`src/rtl/fp32_relu.sv`:
```
`default_nettype none
// +----------------------------------------------------------------------------+
// | Module   : fp32_relu                                                        |
// | Function : Registered binary32 ReLU; optional leaky slope 2^-LEAKY_SHIFT    |
// |            selected by defining RELU_LEAKY_EN.                              |
// | Revision : 1.0  initial release                                             |
// +----------------------------------------------------------------------------+
module fp32_relu #(
  parameter int LEAKY_SHIFT = 6
) (
  input  logic [31:0] x,
  input  logic        clk,
  input  logic        en,
  output logic [31:0] out,
  input  logic        rst,
  output logic        out_valid
);

  localparam logic [31:0] c_QNAN = 32'h7FC0_0000;
  localparam logic [31:0] c_ZERO = 32'h0000_0000;

  logic        w_s;
  logic [7:0]  w_e;
  logic [22:0] w_m;
  logic        w_is_nan;
  logic [31:0] w_neg_res;
  logic [31:0] w_res;
  logic [31:0] r_out;
  logic        r_valid;

  assign w_s      = x[31];
  assign w_e      = x[30:23];
  assign w_m      = x[22:0];
  assign w_is_nan = (w_e == 8'hFF) && (w_m != 23'd0);

`ifdef RELU_LEAKY_EN
  localparam logic [7:0] c_K = 8'(LEAKY_SHIFT);

  logic [23:0] w_full_m;
  logic [7:0]  w_nsh;
  logic [22:0] w_nrm_to_sub;
  logic [22:0] w_sub_m;

  assign w_full_m     = {1'b1, w_m};
  // Normal inputs falling below the normal range lose one extra bit to the hidden 1.
  assign w_nsh        = c_K - w_e + 8'd1;
  assign w_nrm_to_sub = 23'(w_full_m >> w_nsh);
  assign w_sub_m      = w_m >> c_K;

  always_comb begin
    w_neg_res = x;
    if (w_e == 8'hFF) begin
      w_neg_res = x;
    end else if (w_e == 8'd0) begin
      w_neg_res = {1'b1, 8'd0, w_sub_m};
    end else if (w_e > c_K) begin
      w_neg_res = {1'b1, w_e - c_K, w_m};
    end else begin
      w_neg_res = {1'b1, 8'd0, w_nrm_to_sub};
    end
  end
`else
  assign w_neg_res = c_ZERO;
`endif

  always_comb begin
    w_res = x;
    if (w_is_nan) begin
      w_res = c_QNAN;
    end else if (w_s) begin
      w_res = w_neg_res;
    end
  end

  always_ff @(posedge clk) begin
    if (rst) begin
      r_out   <= c_ZERO;
      r_valid <= 1'b0;
    end else begin
      r_valid <= en;
      if (en) begin
        r_out <= w_res;
      end
    end
  end

  assign out       = r_out;
  assign out_valid = r_valid;

endmodule
`default_nettype wire

```
`config.mk`:
```
export PLATFORM = sky130hd
export DESIGN_NAME = fp32_relu
export DESIGN_NICKNAME = d
export VERILOG_FILES = /design/src/rtl/fp32_relu.sv
export SDC_FILE = /design/constraint.sdc
export NUM_CORES = 1
export LEC_CHECK = 0
export CAP_MARGIN = 10
export CORE_MARGIN = 4
export CORE_UTILIZATION = 39
export DETAILED_ROUTE_END_ITERATION = 10
export PLACE_DENSITY = 0.84
export SYNTH_ARGS = -nofsm -noshare
export SYNTH_HDL_FRONTEND = slang
export SYNTH_SLANG_ARGS = --single-unit
export TNS_END_PERCENT = 50
```
`constraint.sdc`:
```
create_clock -name clk -period 1.95 [get_ports clk]
set_clock_uncertainty 0.1 [all_clocks]
set_input_delay 0.39 -clock clk [delete_from_list [all_inputs] [get_ports clk]]
set_output_delay 0.39 -clock clk [all_outputs]
set_load 0.1 [all_outputs]
```
* Word-level counts from Yosys, hierarchy flattened
Cells that the tools add are included.
W data, S select, Z words.
** Operators by class
- Muxes and demuxes :: 2
- Eq/ne operators :: 1
- Reductions and logical operators :: 2
** Operators with widths (count)
- $mux W31 :: 2
- $reduce_bool A23 Y1 :: 1
- $eq A8 B8 Y1 const B :: 1
- $logic_and A1 B1 Y1 :: 1
** Word-level totals
- Input port bits :: 35
- Word-level logic and storage cells :: 7
- Register bits after elaboration :: 33

* Longest topological paths before layout
Gate-level depths: netlist of run 1.
- Word-level depth :: 3
- Mapped depth :: 6

* Worst setup path before layout of run 1
Ideal clock, no wire load.
- Path kind :: input -> register
- From :: input x[17]
- To :: register r_out[24] (netlist: out[24])
- Library setup time :: 0.126 ns
- Path slack :: 0.519 ns
- Arrival :: 1.205 ns
- Cell stages on the path :: 4
- Path buffers :: 0
- Cells stage by stage :: nor4_1 -> nand4_1 -> o211ai_2 -> nand2_1
** On the way
- Longest elaborated chain between the ends :: 3
** RTL lines
- from (decl) :: line 11 : input logic [31:0] x,
- $reduce_bool A23 Y1 :: line 34 : assign w_is_nan = (w_e == 8'hFF) && (w_m != 23'd0);
- $logic_and A1 B1 Y1 :: line 34
- $mux W31 :: line 68 : if (w_is_nan) begin
- to (signal assigned) :: line 77 : r_out <= c_ZERO;
- to (signal assigned) :: line 82 : r_out <= w_res;
- to (decl) :: line 28 : logic [31:0] r_out;
Every way passes these cells.
A chain may end at the register's enable or synchronous reset.

* Final worst setup path of run 1
- From :: input x[11]
- To :: register r_out[25] (netlist: out[25])
Same word-level chain as after synthesis.

==> flow_metrics.tcl, run 1 <==
set metrics [dict create \
    crit_start "x[11]" \
    clock_path_buffers 2 \
    yosys_warnings 0 \
    power_mw 1.511 \
    crit_path_start_kind "input pin" \
    root_buffer "clkbuf_4" \
    rsz0062_at_grt "no" \
    cp_cell_sequence "clkdlybuf4s50_1 -> nor4_1 -> nand4_1 -> o211ai_2 -> buf_4 -> nand2_1" \
    slowest_stage "clkdlybuf4s50_1" \
    tightestPinTransition_ps 559.0 \
    final_cell_mix "clkdlybuf4s50_1 (34), dfxtp_1 (32), buf_12 (32)" \
    avgSynthCellArea_um2 11.30 \
    maxCapViolations 0 \
    slowest_delay_ps 450 \
    drtAntennaViolNets 0 \
    hold_class "reg -> reg" \
    synth_area_um2 1107 \
    boundaryPins 68 \
    n_antenna_cell 0 \
    timing.final.crit_share 0.9087 \
    r2r_start "out[25]" \
    post-route-util 0.8073 \
    ys_seq_area_frac 0.5785 \
    regArea_um2 640.6 \
    min-delay-start "out[4]" \
    clock_latency_ps 330 \
    syn_inst 98 \
    ir_drop_mv 0.5875 \
    path_clk_slew_ps 90 \
    setup_viol 0 \
    cts_tree "built" \
    fp.dieH_um 61.29 \
    grt_first_pass_wirelength_um 5582 \
    cp.arrival_ps 1900 \
    multiInputGateArea_um2 421.7 \
    slew_violations 0 \
    place_congestion 0.7312 \
    cts_buffers 5 \
    max_slew_margin 0.6269 \
    synth_seq_cells 32 \
    hpwl_um 2896 \
    grt-ovfl-total 0 \
    via_count 1126 \
    area_delta_synth_final_pct 99.32 \
    worstPathMaxFanout 9 \
    floorplan.initialDensity 0.4050 \
    grt_pass1_vias 1151 \
    p_leak_nw 0.9217 \
    core-area_um2 2734 \
    status "finished, final reports clean" \
    cts_resized 0 \
    nFillCells 177 \
    wl_per_cell_um 17.50 \
    worstSetupPathType "in -> reg" \
    num_rows 19 \
    worstPathRequired_ps 2080 \
    dr.pass1.iters 4 \
    die_x_um 61.29 \
    via_per_inst 5.493 \
    drive_gt1_frac 0.2989 \
    layout_commonest_cell "clkdlybuf4s50_1" \
    ctsHoldBuffers 0 \
    route.detailed.drc 0 \
    nets 209 \
    synth_cell_type_count 19 \
    cts_sinks 32 \
    finalHoldViolCount 0 \
    end_kind "flip-flop" \
    max_freq_ghz 0.5643 \
    antenna_found_initial 0 \
    io_buffers 66 \
    fin_crit_ps 1772 \
    drt_iter0_drc 42 \
    postCtsSetupBuffers 0 \
    grt_usage 0.2091 \
    synth.net_count 133 \
    die_area_um2 3756 \
    drt_wl_total_um 3587 \
    cellPowerDensity_nw_per_um2 684.7 \
    htreeDepth 2 \
    grt_max_degree 32 \
]
## cells in the mapped netlist, drive strengths merged
| library cell | count | area (µm²) |
|---|---|---|
| dfxtp | 32 | 640.6 |
| a22o | 22 | 192.7 |
| nand2 | 10 | 37.54 |
| a22oi | 9 | 67.56 |
| buf | 6 | 43.79 |
| nor4 | 5 | 31.28 |
| nand4 | 3 | 18.77 |
| nor2 | 2 | 7.510 |
| clkbuf | 1 | 3.750 |
| conb | 1 | 3.750 |
| nand3 | 1 | 5.000 |
| nor2b | 1 | 6.260 |
| nor3 | 1 | 5.000 |
| nor3b | 1 | 12.51 |
| o211ai | 1 | 12.51 |
| o21a | 1 | 7.510 |
| o21bai | 1 | 11.26 |
## per-stage QoR
step                setup TNS, ps  area [µm²]  worst slack, ps  instances  hold WS (ps)
global placement            -5896        2150           -226.5        197         431.2
detailed placement          -8051        2150           -321.0        197         436.7
finish                          0        2207            177.9        205         453.7
floorplan                       0        1107            518.5         98         383.3
CTS                             0        2196            32.25        204         460.1
global route                    0        2207            135.1        205         482.7
## flip-flops by register name (all words and copies together), names as in the netlist
signal     cells
out_valid      1
out           31
## final timing paths
path	endpoint	slack [ps]	cells after the start
min reg2reg	out[4]	450	1
min	out[4]	450	1
max	out[25]	180	6
max reg2reg	out[25]	1130	2
## cells by family after synthesis
kind of cell	synth area share
other cells	0.003387
compound gates	0.2633
buf+inv	0.04293
simple gates	0.1119
flops	0.5785
## cell type report
type / count / share of cell area
timing repair buffer: 76 / 0.4802
sequential: 32 / 0.2902
clock buffer: 6 / 0.01871
tap: 31 / 0.01757
multi-input combinational: 59 / 0.1910
clock inverter: 1 / 0.002268
## per-layer routing
layer,vias up,global-route usage,wire length [µm]
li1,524,-,-
met1,537,0.2160,1302
met2,59,0.3595,1845
met3,6,0.09434,388
met4,0,0.09907,51
met5,-,0,0
## critical path, delay by kind of cell
kind	cells	cell delay [ps]
compound gates	1	210
simple gates	3	670
buf+inv	2	630
## power breakdown
part	internal, mW	switching [mW]
clock	0.132	0.216
sequential	0.680	0.0287
combinational	0.188	0.265
(Power assumes the default switching activity.)
==> inputs of run 2 (changes only) <==
ABC_CLOCK_PERIOD_IN_PS = 1950   (was default)
==> results of run 2 <==
Final layout, timing and power as in run 1 (identical DEF).
